## config.mk

```make
export PLATFORM = sky130hd
export DESIGN_NAME = bcd_7seg_scan
export DESIGN_NICKNAME = d
export VERILOG_FILES = /design/src/rtl/bcd_7seg_scan.sv
export SDC_FILE = /design/constraint.sdc
export NUM_CORES = 1
export LEC_CHECK = 0
export ABC_CLOCK_PERIOD_IN_PS = 2300
export BUFFER_PORTS_ARGS = -buffer_cell sky130_fd_sc_hd__buf_2
export CAP_MARGIN = 20
export CORE_UTILIZATION = 30
export DETAILED_ROUTE_END_ITERATION = 8
export SLEW_MARGIN = 20
export SYNTH_ARGS = -nofsm -noshare
export SYNTH_HDL_FRONTEND = slang
export SYNTH_SLANG_ARGS = --single-unit
```

## constraint.sdc

```tcl
create_clock -name clk -period 2.3 [get_ports clk]
set_input_delay 0.46 -clock clk [delete_from_list [all_inputs] [get_ports clk]]
set_output_delay 0.46 -clock clk [all_outputs]
set_load 0.02 [all_outputs]
```

## src/rtl/bcd_7seg_scan.sv

```systemverilog
// Multi-digit BCD to seven-segment scanner: latches a digit vector, then time-multiplexes
// one digit per slot onto a shared segment bus with a blank slot at each digit change.
module bcd_7seg_scan #(
  parameter int unsigned  DIGITS     = 4,
  parameter int unsigned  SCAN_DIV   = 1024,
  parameter bit           ACTIVE_LOW = 1'b0,
  localparam int unsigned IdxW       = (DIGITS > 1) ? $clog2(DIGITS) : 1
) (
  input  logic                  clk,
  input  logic                  rst_n,
  input  logic [4*DIGITS-1:0]   bcd,
  input  logic                  load,
  input  logic                  blank_lz,
  output logic [6:0]            seg,
  output logic [DIGITS-1:0]     an,
  output logic [IdxW-1:0]       idx
);

  localparam int unsigned     PW      = $clog2(SCAN_DIV);
  localparam logic [PW-1:0]   PLast   = PW'(SCAN_DIV - 1);
  localparam logic [IdxW-1:0] IdxLast = IdxW'(DIGITS - 1);

  logic [PW-1:0]          p_q, p_d;
  logic [IdxW-1:0]        idx_q, idx_d;
  logic [DIGITS-1:0][3:0] disp_q;
  logic [DIGITS-1:0]      mask_q, mask_d;
  logic [6:0]             seg_d;
  logic [DIGITS-1:0]      an_d;
  logic                   zero_run;

  function automatic logic [6:0] decode(input logic [3:0] code);
    case (code)
      4'd0:    decode = 7'b0111111;
      4'd1:    decode = 7'b0000110;
      4'd2:    decode = 7'b1011011;
      4'd3:    decode = 7'b1001111;
      4'd4:    decode = 7'b1100110;
      4'd5:    decode = 7'b1101101;
      4'd6:    decode = 7'b1111101;
      4'd7:    decode = 7'b0000111;
      4'd8:    decode = 7'b1111111;
      4'd9:    decode = 7'b1100111;
      default: decode = 7'b0000000;
    endcase
  endfunction

  always_comb begin
    p_d   = (p_q == PLast) ? '0 : p_q + 1'b1;
    idx_d = idx_q;
    if (p_q == PLast) begin
      idx_d = (idx_q == IdxLast) ? '0 : idx_q + 1'b1;
    end
  end

  // A digit is blanked while it and every digit above it are zero; digit 0 always shows.
  always_comb begin
    mask_d   = '0;
    zero_run = 1'b1;
    for (int k = DIGITS - 1; k >= 1; k--) begin
      zero_run  = zero_run & (bcd[4*k +: 4] == 4'd0);
      mask_d[k] = zero_run & blank_lz;
    end
  end

  // p=0 is the anti-ghosting slot: everything off while the digit enable moves.
  always_comb begin
    seg_d = '0;
    an_d  = '0;
    if (p_q != '0) begin
      an_d[idx_q] = 1'b1;
      if (!mask_q[idx_q]) begin
        seg_d = decode(disp_q[idx_q]);
      end
    end
  end

  always_ff @(posedge clk or negedge rst_n) begin
    if (!rst_n) begin
      p_q    <= '0;
      idx_q  <= '0;
      disp_q <= '0;
      mask_q <= '0;
      seg    <= {7{ACTIVE_LOW}};
      an     <= {DIGITS{ACTIVE_LOW}};
      idx    <= '0;
    end else begin
      p_q   <= p_d;
      idx_q <= idx_d;
      if (load) begin
        disp_q <= bcd;
        mask_q <= mask_d;
      end
      seg <= seg_d ^ {7{ACTIVE_LOW}};
      an  <= an_d ^ {DIGITS{ACTIVE_LOW}};
      idx <= idx_q;
    end
  end

endmodule

```

==> results by group <==
Clock tree
  • Clock sink total: 44
  • Longest Clk Path Bufs: 2
  • Post-cts resize count: 0
  • Hold-fix buffers, CTS: 0
  • CTS buffer count: 5
  • CTS tree: yes
  • H-tree depth: 2
  • Postcts setup bufs: 0
  • Clock latency on the worst-skew pair: 0.29 ns
  • Root Buffer: clkbuf_8
  • Worst-path clk slew: approximately 0.080 ns

Power
  • Internal: ~1.3 mW
  • Combinational power share: 0.122
  • Net Sw Frac: 0.221
  • Max IR drop VDD: 0.000210 V
  • Sequential share of power: 0.488
  • Power Density: 715 nW/µm²
  • Clock power frac: 0.390
  • Lkg Pwr: 1.10 nW
  • P_sw: 382 µW
  • Tot Pwr: ~1.7 mW

Global routing
  • Global route overflow: 0
  • Antenna violations before repair: 0
  • Total GRT Usage: 0.112
  • Largest net degree at the start of global routing: 24
  • Vias in the first global route: 1281
  • First-pass GRT wire length: 6.23 mm

STA
  • Fin Clk Skew: 0.00874 ns
  • Fmax: around 520 MHz
  • Setup tns final: 0 ns
  • Final setup violation count: 0
  • Final critical-path share of the clock period: 0.843
  • Unrepaired setup endpoints after global routing: false
  • Slack of the critical path: roughly 0.36 ns
  • Tmin final: 1.94 ns
  • Final hold vios: 0
  • Worst slew pin tran: 0.489 ns
  • Max Slew Vio Count: 0
  • Rel. slew slack: 0.674

Routing
  • Avg Vias per Cell: 4.60
  • # DRC: 10
  • Wire per inst: 13.0 µm
  • Final ANT Viol Nets: 0
  • Final wirelength: roughly 3.6 mm
  • DR vias: 1273
  • Total iterations of the first detailed-routing run: 6
  • Initial DRC count: 72

Placed design
  • GP Congestion: 0.772
  • Detailed-placement wirelength estimate: 2.75 mm
  • Place WS: 0.371 ns
  • I/O Buffers: 32

Synth
  • #FFs+latches synth: 44
  • Cells after Synth: between 150 and 200
  • Synth top area share: 0.541
  • Synth async-reset ratio: 1.00
  • Post-synthesis cell area: 2030 µm²
  • Average size of a mapped cell: 12.4 µm²
  • Area contributors post-synth: dfrtp_1 54%, mux2_2 11%, ha_1 6.8%, mux4_2 4.4%, xnor2_1 2.6%
  • Seq/Total Area, Yosys: 0.541
  • Leading register cell type out of synthesis: dfrtp_1
  • EDFF count, synth: 0
  • Most numerous cell in the Yosys netlist: dfrtp_1
  • Dominant cell type by area after synthesis: dfrtp_1
  • Yosys cell types: 30
  • Syn_nets: 195
  • Synth warn: 0
  • Leading cell types by count after synthesis: 44 x dfrtp_1, 20 x mux2_2, 13 x inv_1

Setup path
  • CP Cell Sequence: mux4_2, inv_1, ha_1, inv_1, mux2_2, a2bb2oi_1, nor2_1
  • Worst r2r src: idx_q[0]
  • Crit-path slowest cell: mux4_2
  • Setup crit start kind: flip-flop
  • Critical path's most frequent cell: inv_1
  • Critical Path Max Stage Delay: 0.60 ns
  • Worst R2R End: seg[4]
  • Kind of critical path: flip-flop to flip-flop
  • Cells on worst reg2reg path: 7
  • Top delay family on crit path: multiplexers
  • Worst Path Max Fanout: 5
  • WP data arrival: 2.16 ns
  • CP endpoint kind: flip-flop
  • WP data required: 2.52 ns
  • CP bufs+invs: 2
  • R2R Setup Slk: ~0.36 ns

Floorplanning
  • Die Wd: 84.4 µm
  • Chip Height: 84.4 µm
  • Core Rows: 29
  • Core area: between 6000 and 7000 µm²
  • Die ar.: just over 7000 µm²
  • I/O Pins: 33
  • Initial core utilization: 0.315

Layout
  • Filler cells: roughly 650
  • Fraction of layout cells with a size suffix above 1: 0.330
  • # diodes: 0
  • Layout area overhead: 18.8%
  • Fin nets: 231

Outcome
  • Status: finished with violations
  • Failing checks: DRC

Run
  • Max cap viols: 0

Hold path
  • Hold Crit Class: primary input to asynchronous set/reset pin
[placed cells by master, fill, tap and decap left out, types with 3 or more instances in the layout]
master,instances
a21oi_1,4
a2bb2oi_1,3
and2_1,4
buf_2,32
clkbuf_8,5
dfrtp_1,44
ha_1,11
inv_1,13
mux2_2,20
mux4_2,4
nand2_1,8
nand3_1,5
nor2_1,9
nor4_1,3
o21ai_0,5
xnor2_1,6
[through the flow]
step,instances,utilization,hold slack [ns],instance area [µm²]
2_1_floorplan,164,-,0.164,2030
3_3_place_gp,270,0.354,0.453,2290
3_5_place_dp,270,0.354,0.459,2290
4_1_cts,277,0.374,0.136,2420
5_1_grt,277,0.374,0.149,2420
6_report,277,0.374,0.118,2420
[kinds of logic (layout without fill, tap and decap cells)]
family | after synthesis | count (layout) | synth area share
fa+ha+maj | 11 | 11 | 0.0676
compound gates | 17 | 17 | 0.0523
mux | 25 | 25 | 0.160
flops | 44 | 44 | 0.541
simple gates | 40 | 40 | 0.102
xor+xnor | 8 | 8 | 0.0344
buf+inv | 19 | 55 | 0.0424
[routing by layer]
layer	wire, µm	up-vias	global-route usage
li1	-	639	-
met1	1870	593	0.167
met2	1480	34	0.155
met3	178	7	0.0305
met4	66	0	0.0447
met5	0	-	0
[sequential cells by signal (all words and copies together) (netlist names)]
register / flops
disp_q: 16
p_q: 10
seg: 7
an: 4
mask_q: 3
idx: 2
idx_q: 2
[worst max-delay path by stage]
stage	from	endpoint	slack [ns]	cells past startpoint
finish	idx_q[0]	seg[4]	0.36	7
global route	idx_q[0]	seg[4]	0.20	7
global placement	idx_q[0]	seg[3]	0.42	7
detailed placement	idx_q[0]	seg[4]	0.37	7
CTS	idx_q[0]	seg[4]	0.35	7
floorplan	idx_q[0]	seg[3]	0.40	8
[power groups by stage]
stage / combinational (mW) / sequential [mW] / clock, mW
global placement: 0.209 / 0.862 / 0
finish: 0.211 / 0.844 / 0.674
global route: 0.233 / 0.850 / 0.737
CTS: 0.215 / 0.844 / 0.698
floorplan: 0.110 / 0.881 / 0
detailed placement: 0.214 / 0.860 / 0
[area by class of cell]
class                      count  area [µm²]  area share
clock buffer                   5        68.8      0.0285
clock inverter                 2        60.1      0.0248
inverter                      13        48.8      0.0202
multi-input combinational    101         847       0.350
sequential                    44        1100       0.455
tap                           77        96.3      0.0399
timing repair buffer          35         195      0.0807
Power figures use the tool's default switching activity.
